## config.mk

```make
export PLATFORM = sky130hd
export DESIGN_NAME = div_clk_multi
export DESIGN_NICKNAME = d
export VERILOG_FILES = /design/src/rtl/div_clk_multi_pkg.sv /design/src/rtl/div_clk_multi_chan.sv /design/src/rtl/div_clk_multi.sv
export SDC_FILE = /design/constraint.sdc
export NUM_CORES = 1
export LEC_CHECK = 0
export CAP_MARGIN = 30
export CORE_UTILIZATION = 50
export DETAILED_ROUTE_END_ITERATION = 7
export DONT_BUFFER_PORTS = 1
export SYNTH_ARGS = -nofsm -noshare
export SYNTH_HDL_FRONTEND = slang
export SYNTH_SLANG_ARGS = --single-unit
```

## constraint.sdc

```tcl
create_clock -name clk_in -period 10.8 [get_ports clk_in]
set_input_delay 1.62 -clock clk_in [delete_from_list [all_inputs] [get_ports clk_in]]
set_output_delay 1.62 -clock clk_in [all_outputs]
set_load 0.02 [all_outputs]
```

## src/rtl/div_clk_multi_pkg.sv

```systemverilog
// Shared definitions for the multi-channel clock/tick divider: mode encoding
// and default widths/divisor used by the channel and the top.
package div_clk_multi_pkg;

    typedef enum logic {
        DIV_MODE_TOGGLE = 1'b0,
        DIV_MODE_TICK   = 1'b1
    } div_mode_e;

    localparam int DIV_DEF_CNT_W = 32;
    localparam int DIV_DEF_DIV   = 75;

endpackage

```

## src/rtl/div_clk_multi_chan.sv

```systemverilog
// One divider channel: counter, shadow divisor, and the registered toggle
// clock and tick outputs.
module div_chan
    import div_clk_multi_pkg::*;
#(
    parameter int CNT_W   = DIV_DEF_CNT_W,
    parameter int DEF_DIV = DIV_DEF_DIV
) (
    input  logic             clk_in,
    input  logic             reset,
    input  logic             sync_clr,
    input  logic             en,
    input  logic             mode,
    input  logic [CNT_W-1:0] div_val,
    output logic             clk_out,
    output logic             tick_out
);

    localparam logic [CNT_W-1:0] CNT_ONE   = CNT_W'(1);
    localparam logic [CNT_W-1:0] RESET_DIV = CNT_W'(DEF_DIV);

    logic [CNT_W-1:0] cnt;
    logic [CNT_W-1:0] shadow;
    logic             terminal;

    assign terminal = (cnt == shadow);

    // NOTE: state registers use non-blocking assignments so every flop samples
    // pre-edge values; the async reset clears outputs without waiting for a clock.
    always_ff @(posedge clk_in or posedge reset) begin
        if (reset) begin
            cnt      <= '0;
            shadow   <= RESET_DIV;
            clk_out  <= 1'b0;
            tick_out <= 1'b0;
        end else if (sync_clr) begin
            cnt      <= '0;
            shadow   <= div_val;
            clk_out  <= 1'b0;
            tick_out <= 1'b0;
        end else if (!en) begin
            // A stopped channel takes a new divisor at once; cnt and clk_out hold.
            shadow   <= div_val;
            tick_out <= 1'b0;
        end else if (terminal) begin
            cnt      <= '0;
            shadow   <= div_val;
            if (div_mode_e'(mode) == DIV_MODE_TOGGLE) begin
                clk_out <= ~clk_out;
            end
            tick_out <= (div_mode_e'(mode) == DIV_MODE_TICK);
        end else begin
            cnt      <= cnt + CNT_ONE;
            tick_out <= 1'b0;
        end
    end

endmodule

```

## src/rtl/div_clk_multi.sv

```systemverilog
// N-channel programmable clock/tick divider: one div_chan per channel, each
// fed its own slice of the packed divisor bus.
module div_clk_multi
    import div_clk_multi_pkg::*;
#(
    parameter int N_CH    = 4,
    parameter int CNT_W   = DIV_DEF_CNT_W,
    parameter int DEF_DIV = DIV_DEF_DIV
) (
    input  logic                  clk_in,
    input  logic                  reset,
    input  logic                  sync_clr,
    input  logic [N_CH-1:0]       en,
    input  logic [N_CH-1:0]       mode,
    input  logic [N_CH*CNT_W-1:0] div_val,
    output logic [N_CH-1:0]       clk_out,
    output logic [N_CH-1:0]       tick_out
);

    for (genvar i = 0; i < N_CH; i++) begin : g_chan
        div_chan #(
            .CNT_W   (CNT_W),
            .DEF_DIV (DEF_DIV)
        ) u_chan (
            .clk_in   (clk_in),
            .reset    (reset),
            .sync_clr (sync_clr),
            .en       (en[i]),
            .mode     (mode[i]),
            .div_val  (div_val[i*CNT_W +: CNT_W]),
            .clk_out  (clk_out[i]),
            .tick_out (tick_out[i])
        );
    end

endmodule

```

==> reports/qor.csv, run 1 <==
stage,metric,value,unit
critical_path,WP data arrival,3.52,ns
die,die area,28100,um2
status,status,"complete, no violations",
layout,Layout Nets,1555,
min_path,min-delay worst type,reg2reg,
die,Initial Util,0.510,
clock_network,H-Tree Level Count,1,
route,iteration count of the initial detailed-routing pass,5,
power,peak supply drop,0.133,mV
power,Sequential Power Share,0.485,
clock_network,CTS tree,yes,
job,max cap viols,0,
clock_network,"Setup Fix Bufs, Post-CTS",0,
die,standard-cell rows,60,
timing,Clock Skews,0.0144,ns
timing,Final Cycle Share,0.287,
critical_path,CP bufs+invs,1,
global_route,GRT Total Usage,0.234,
critical_path,CP Depth,7,
global_route,largest net degree at the start of global routing,143,
global_route,total global routing overflow,0,
critical_path,crit end category,register,
clock_network,TritonCTS buffer count,30,
timing,final hold vios,0,
synth,Post-Syn Instances,1462,
global_route,first-pass GRT wire length,53300,um
synth,"Distinct cells, synth",55,
timing,Slew Limit Fails,0,
synth,Post-synth ARST share,1.00,
route,"antenna viol nets, final",0,
power,Gate power share,0.070,
min_path,worst hold stages,2,
timing,Final setup viols,0,
placement,dpl hpwl,21900,um
timing,setup TNS,0,ns
route,Starting DRT DRC Count,808,
global_route,initial antenna violation count,0,
die,Die W,168,um
clock_network,clock sink count,264,
synth,Avg Inst Size Synth,9.39,um2
synth,"Seq/Total Area, Yosys",0.482,
timing,RSZ-0062 raised after global routing,no,
layout,Ant. Diodes,0,
die,core area,27000,um2
global_route,vias in the first global route,10000,
layout,share of cells above drive strength 1,0.109,
die,die height,168,um
critical_path,"delay-heaviest family, CP",compound AO/OA/AOI/OAI gates,
power,Switch Pwr,0.000536,W
critical_path,crit-path cells,"xor2_1, nor4_1, nand4_1, o21ai_4, buf_4, nor3_1, a211o_1",
layout,synth-to-layout area growth,8.28,%
synth,post-synth top area cell,dfrtp_1,
critical_path,WS Path Type,reg2reg,
route,DR vias,10400,
clock_network,clk buf depth,3,
synth,Main synth FF type,dfrtp_1,
power,Int Pwr,0.00167,W
die,Ports,147,
critical_path,max incr delay on CP,0.71,ns
clock_network,Worst-Skew Late Latency,0.55,ns
critical_path,Worst Path Required,11.23,ns
power,Sw Share,0.243,
timing,Worst Tran Pin Value,0.901,ns
timing,Fmax,323,MHz
route,vias per inst,5.86,
synth,"top cells by area, synth","dfrtp_1 45%, nand2_1 8.5%, xor2_1 6.6%",
synth,Yosys top cell area share,0.452,
synth,number of synthesized flops with an enable pin,0,
clock_network,Resized cells post-CTS,0,
power,clock share of power,0.444,
route,DRC,0,
clock_network,Clock Tree Root,clkbuf_16,
synth,Seq cells post-synth,264,
critical_path,critical path startpoint category,register,
power,leakage power total,6.47,nW
timing,Tmin final,3.09,ns
timing,slew margin rel.,0.399,
critical_path,FF-to-FF path depth,7,
synth,Post-Syn Area,13700,um2
synth,warnings from Yosys,0,
route,WL final,32600,um
critical_path,"Max FO, Critical Path",46,
clock_network,"CTS clk-pin slew, worst paths",0.06,ns
critical_path,slowest CP cell,o21ai_4,
clock_network,CTS Hold Bufs,0,
placement,IO Port Bufs,0,
route,routed len/inst,18.4,um
placement,Placer Congestion,0.834,
power,Power Density,149,nW/um2
timing,Min Hold Slack,0.461,ns
synth,Post-Syn Nets,1605,
## worst paths after layout
path	from	to	slack, ns
min	g_chan[1].u_chan.shadow[6]$_DFFE_PP1P_	g_chan[1].u_chan.shadow[6]$_DFFE_PP1P_	0.46
min reg2reg	g_chan[1].u_chan.shadow[6]$_DFFE_PP1P_	g_chan[1].u_chan.shadow[6]$_DFFE_PP1P_	0.46
max	g_chan[3].u_chan.cnt[24]$_DFFE_PP0P_	g_chan[3].u_chan.cnt[4]$_DFFE_PP0P_	7.71
max reg2reg	g_chan[3].u_chan.cnt[24]$_DFFE_PP0P_	g_chan[3].u_chan.cnt[4]$_DFFE_PP0P_	7.71
max in group asynchronous	reset	g_chan[1].u_chan.shadow[16]$_DFFE_PP0P_	8.41
min in group asynchronous	reset	g_chan[0].u_chan.shadow[14]$_DFFE_PP0P_	1.06
## power groups by stage
stage	logic, W	clock network (W)	registers (W)
2_1_floorplan	0.000123	0	0.00108
3_5_place_dp	0.000158	0	0.00109
3_3_place_gp	0.000154	0	0.00109
4_1_cts	0.000158	0.00100	0.00107
6_report	0.000156	0.000982	0.00107
5_1_grt	0.000175	0.00104	0.00108
## cells in the mapped netlist, drive strengths merged (7+ instances only)
library cell	instances
nand3	93
nor3b	7
xor2	103
dfrtp	248
nand4	65
xnor2	36
and4	17
nor4	29
and2	17
dfstp	16
a31oi	20
mux2	64
nor3	22
inv	23
buf	28
a21o	15
and3	18
o31ai	13
o311ai	35
nor2	33
clkbuf	68
o21ai	58
or3	40
nand2	312
or2	10
a21oi	20
## placed cells by master, fill, tap and decap left out, types with 7 or more instances in the layout
cell / count
a21o_1: 15
a21oi_1: 20
a31oi_1: 20
and2_1: 17
and3_1: 18
and4_1: 17
buf_4: 11
clkbuf_1: 13
clkbuf_16: 31
clkbuf_8: 7
dfrtp_1: 248
dfstp_2: 16
inv_1: 22
mux2_2: 64
nand2_1: 312
nand3_1: 93
nand4_1: 64
nor2_1: 32
nor3_1: 21
nor4_1: 29
o21ai_0: 56
o311ai_0: 35
o31ai_1: 13
or2_2: 10
or3_1: 40
xnor2_1: 36
xor2_1: 103
## metal layers
metal | vias to the layer above | GRT usage | routed length (um)
met5 | - | 0 | 0
met1 | 5078 | 0.339 | 15300
met4 | 0 | 0.0590 | 705
met3 | 48 | 0.0414 | 1670
met2 | 223 | 0.362 | 14900
li1 | 5062 | - | -
## flip-flops by register name (all words and copies together), names as in the netlist
signal and cells:
g_chan.u_chan.shadow 128, g_chan.u_chan.tick_out 4, g_chan.u_chan.cnt 128, g_chan.u_chan.clk_out 4
## through the flow
step	cells	instance area [um2]	setup WS [ns]	total power [W]	utilization
2_1_floorplan	1462	13700	1.94	0.00120	-
3_3_place_gp	1719	13900	7.26	0.00124	0.516
3_5_place_dp	1721	13900	7.27	0.00125	0.517
4_1_cts	1776	14900	7.73	0.00224	0.552
5_1_grt	1776	14900	7.54	0.00230	0.552
6_report	1776	14900	7.71	0.00221	0.552
## cells by family (layout without fill, tap and decap cells)
| family | count (synthesis) | after routing | synth area share |
|---|---|---|---|
| flip-flops | 264 | 264 | 0.482 |
| multiplexers | 64 | 64 | 0.0525 |
| AO/OA/AOI/OAI | 191 | 191 | 0.0934 |
| buffers and inverters | 120 | 93 | 0.0371 |
| XOR/XNOR | 139 | 139 | 0.0886 |
| AND/OR/NAND/NOR | 680 | 680 | 0.242 |
| adder cells (fa/ha/maj) | 4 | 4 | 0.00364 |
## final cells by class
cell class / count / area [um2]
repair buffers: 14 / 128
multi-input cells: 1078 / 6640
fillers: 2418 / 12100
clock inverters: 4 / 28.8
well taps: 341 / 427
clock buffers: 51 / 921
inverters: 24 / 97.6
flip-flops and latches: 264 / 6630
## worst min-delay path, cell delays in order (launching register included)
cell,delay [ns]
dfstp_2,0.37
nand2_1,0.05
nand2_1,0.04
Note: power is estimated with default switching activity, not from simulation.
==> run 2: changes to the inputs <==
--- a/config.mk
+++ b/config.mk
@@ -9,6 +9,7 @@
 export CORE_UTILIZATION = 50
 export DETAILED_ROUTE_END_ITERATION = 7
 export DONT_BUFFER_PORTS = 1
+export PLACE_DENSITY = 0.68
 export SYNTH_ARGS = -nofsm -noshare
 export SYNTH_HDL_FRONTEND = slang
 export SYNTH_SLANG_ARGS = --single-unit
==> constraint.sdc (replaced) <==
create_clock -name clk_in -period 2.8 [get_ports clk_in]
set_input_delay 0.42 -clock clk_in [delete_from_list [all_inputs] [get_ports clk_in]]
set_output_delay 0.42 -clock clk_in [all_outputs]
set_load 0.02 [all_outputs]
==> run 2 against run 1 <==
Via count rose by 6.9%. Cell count rose by 6.9%. Sequential power increased to 3.9 times the previous value. Clock power grew to 4.4 times the previous value. Sequential share of layout area decreased by 3.7 points. Worst hold slack got worse by 0.44 ns. First-iteration DRC count increased by 6.2%. Largest cell class unchanged.
==> reports/qor.csv, run 2 (same netlist as run 1, synthesis figures left out) <==
stage,metric,value,unit,change
global_route,GRT Total Usage,0.244,,was 0.234
critical_path,Worst Path Required,3.18,ns,was 11.23 ns
clock_network,"CTS clk-pin slew, worst paths",0.06,ns,about the same
min_path,worst hold stages,2,,unchanged
die,die height,168,um,unchanged
global_route,vias in the first global route,10800,,was 10000
die,Die W,168,um,unchanged
critical_path,CP bufs+invs,1,,unchanged
clock_network,Worst-Skew Late Latency,0.55,ns,about the same
layout,biggest regs,"g_chan.u_chan.cnt x128, g_chan.u_chan.shadow x128",,unchanged
critical_path,max incr delay on CP,0.54,ns,was 0.71 ns
global_route,largest net degree at the start of global routing,68,,was 143
timing,Final setup viols,0,,unchanged
clock_network,H-Tree Level Count,1,,unchanged
die,Initial Util,0.510,,unchanged
job,max cap viols,0,,unchanged
layout,Fill cells,2217,,was 2418
min_path,min-delay worst type,in2reg,,was reg2reg
critical_path,slowest CP cell,or2_2,,was o21ai_4
global_route,initial antenna violation count,0,,unchanged
critical_path,"delay-heaviest family, CP",simple AND/OR/NAND/NOR gates,,was compound AO/OA/AOI/OAI gates
route,Starting DRT DRC Count,858,,was 808
critical_path,WS Path Type,reg2reg,,unchanged
min_path,Hold Startpoint,div_val[22],,was g_chan[1].u_chan.shadow[6]$_DFFE_PP1P_
critical_path,crit end category,register,,unchanged
die,standard-cell rows,60,,unchanged
route,WL final,34100,um,was 32600 um
timing,Clock Skews,0.0145,ns,was 0.0144 ns
clock_network,Resized cells post-CTS,0,,unchanged
clock_network,clk buf depth,3,,unchanged
timing,Tmin final,2.56,ns,was 3.09 ns
layout,Ant. Diodes,0,,unchanged
route,routed len/inst,18.0,um,was 18.4 um
power,Final Power,0.00920,W,was 0.00221 W
layout,Layout Nets,1678,,was 1555
route,vias per inst,5.86,,about the same
layout,synth-to-layout area growth,18.2,%,was 8.28%
critical_path,WP data arrival,2.94,ns,was 3.52 ns
timing,final hold vios,0,,unchanged
timing,Fmax,391,MHz,was 323 MHz
placement,dpl hpwl,22800,um,was 21900 um
timing,Worst Tran Pin Value,0.622,ns,was 0.901 ns
critical_path,crit-path cells,"xor2_1, nor4_1, nand4_1, or2_2, buf_4, nand4_1, o311ai_0",,"was xor2_1, nor4_1, nand4_1, o21ai_4, buf_4, nor3_1, a211o_1"
clock_network,clock sink count,264,,unchanged
route,"antenna viol nets, final",0,,unchanged
layout,FF/Latch Area,6630,um2,unchanged
status,status,"complete, no violations",,unchanged
layout,final std cells w/o fill,1899,,was 1776
power,leakage power total,7.10,nW,was 6.47 nW
timing,Slew Limit Fails,0,,unchanged
route,DRC,0,,unchanged
layout,"leading cell types in the layout, fill and taps excluded","312 x nand2_1, 248 x dfrtp_1, 103 x xor2_1",,unchanged
clock_network,Clock Tree Root,clkbuf_16,,unchanged
critical_path,Worst R2R Setup Slack,0.24,ns,was 7.71 ns
clock_network,TritonCTS buffer count,29,,was 30
critical_path,"Max FO, Critical Path",17,,was 46
placement,Placer Congestion,0.937,,was 0.834
timing,Final Cycle Share,0.914,,was 0.287
layout,multi-input logic area,6640,um2,about the same
clock_network,CTS Hold Bufs,100,,was 0
power,peak supply drop,0.606,mV,was 0.133 mV
power,Power Density,567,nW/um2,was 149 nW/um2
layout,share of cells above drive strength 1,0.123,,was 0.109
route,DR vias,11100,,was 10400
clock_network,CTS tree,yes,,unchanged
die,Ports,147,,unchanged
route,iteration count of the initial detailed-routing pass,5,,unchanged
die,die area,28100,um2,unchanged
critical_path,critical path startpoint category,register,,unchanged
critical_path,CP dominant cell by count,nand4_1,,
placement,Placed Cells,1745,,was 1721
global_route,total global routing overflow,0,,unchanged
placement,IO Port Bufs,0,,unchanged
min_path,Worst Hold End,g_chan[0].u_chan.shadow[22]$_DFFE_PP0P_,,was g_chan[1].u_chan.shadow[6]$_DFFE_PP1P_
timing,slew margin rel.,0.583,,was 0.399
critical_path,FF-to-FF path depth,7,,unchanged
die,core area,27000,um2,unchanged
timing,RSZ-0062 raised after global routing,no,,unchanged
global_route,first-pass GRT wire length,55600,um,was 53300 um
layout,"commonest non-fill, non-tap cell in the layout",nand2_1,,unchanged
critical_path,Critical R2R Capture,g_chan[3].u_chan.cnt[27]$_DFFE_PP0P_,,was g_chan[3].u_chan.cnt[4]$_DFFE_PP0P_
critical_path,Reg-to-Reg Start,g_chan[3].u_chan.cnt[7]$_DFFE_PP0P_,,was g_chan[3].u_chan.cnt[24]$_DFFE_PP0P_
clock_network,"Setup Fix Bufs, Post-CTS",0,,unchanged
-- run 2: cell types whose count changed in the layout (fill, tap and decap cells not counted), moves of 3 or more --
cell	delta
clkinv_2	+7
buf_12	+3
clkbuf_1	-13
buf_4	+22
bufinv_16	+7
dlygate4sd3_1	+100
-- run 2: final cells by class --
type / instances / share of cell area
tap: 341 / 0.0263
clock inverter: 18 / 0.0167
inverter: 24 / 0.00578
multi-input combinational: 1078 / 0.409
sequential: 264 / 0.408
timing repair buffer: 138 / 0.0831
clock buffer: 36 / 0.0506
-- run 2: report_power, final --
| part | internal, W | switching, W |
|---|---|---|
| logic | 0.000352 | 0.000400 |
| clock network | 0.00272 | 0.00159 |
| registers | 0.00400 | 0.000145 |
| total | 0.00707 | 0.00213 |
-- run 2: metrics by stage --
stage               hold WS [ns]   util  setup slack (ns)  cell area, um2  TNS (ns)
detailed placement         0.393  0.525             0.276           14100         0
CTS                     0.000280  0.602             0.251           16200         0
global placement           0.387  0.525             0.311           14100         0
finish                    0.0225  0.602             0.240           16200         0
floorplan                  0.441      -             -1.09           13700   -273.19
global route             0.00122  0.602            0.0547           16200         0
-- run 2: layer usage --
layer  global-route usage  vias up  routed length [um]
li1                     -     5320                   -
met1                0.333     5418               15200
met2                0.407      331               16300
met3               0.0364       58                1840
met4               0.0662        0                 773
met5                    0        -                   0
-- run 2: worst max-delay path by stage --
stage                                                   start                                   end  cells after the start
final                     g_chan[3].u_chan.cnt[7]$_DFFE_PP0P_  g_chan[3].u_chan.cnt[27]$_DFFE_PP0P_                      7
after global routing      g_chan[3].u_chan.cnt[7]$_DFFE_PP0P_  g_chan[3].u_chan.cnt[10]$_DFFE_PP0P_                      7
after CTS                 g_chan[3].u_chan.cnt[7]$_DFFE_PP0P_  g_chan[3].u_chan.cnt[10]$_DFFE_PP0P_                      7
after detailed placement  g_chan[3].u_chan.cnt[7]$_DFFE_PP0P_  g_chan[3].u_chan.cnt[27]$_DFFE_PP0P_                      7
after global placement    g_chan[3].u_chan.cnt[7]$_DFFE_PP0P_  g_chan[3].u_chan.clk_out$_DFFE_PP0P_                      6
after floorplan                                         reset  g_chan[0].u_chan.clk_out$_DFFE_PP0P_                      1
==> run 3: changes to the inputs <==
--- a/config.mk
+++ b/config.mk
@@ -5,8 +5,10 @@
 export SDC_FILE = /design/constraint.sdc
 export NUM_CORES = 1
 export LEC_CHECK = 0
+export ABC_CLOCK_PERIOD_IN_PS = 2800
 export CAP_MARGIN = 30
 export CORE_UTILIZATION = 50
+export CTS_CLUSTER_SIZE = 40
 export DETAILED_ROUTE_END_ITERATION = 7
 export DONT_BUFFER_PORTS = 1
 export PLACE_DENSITY = 0.68
==> results of run 3 <==
No change in the layout: final DEF, timing and power equal those of run 2.
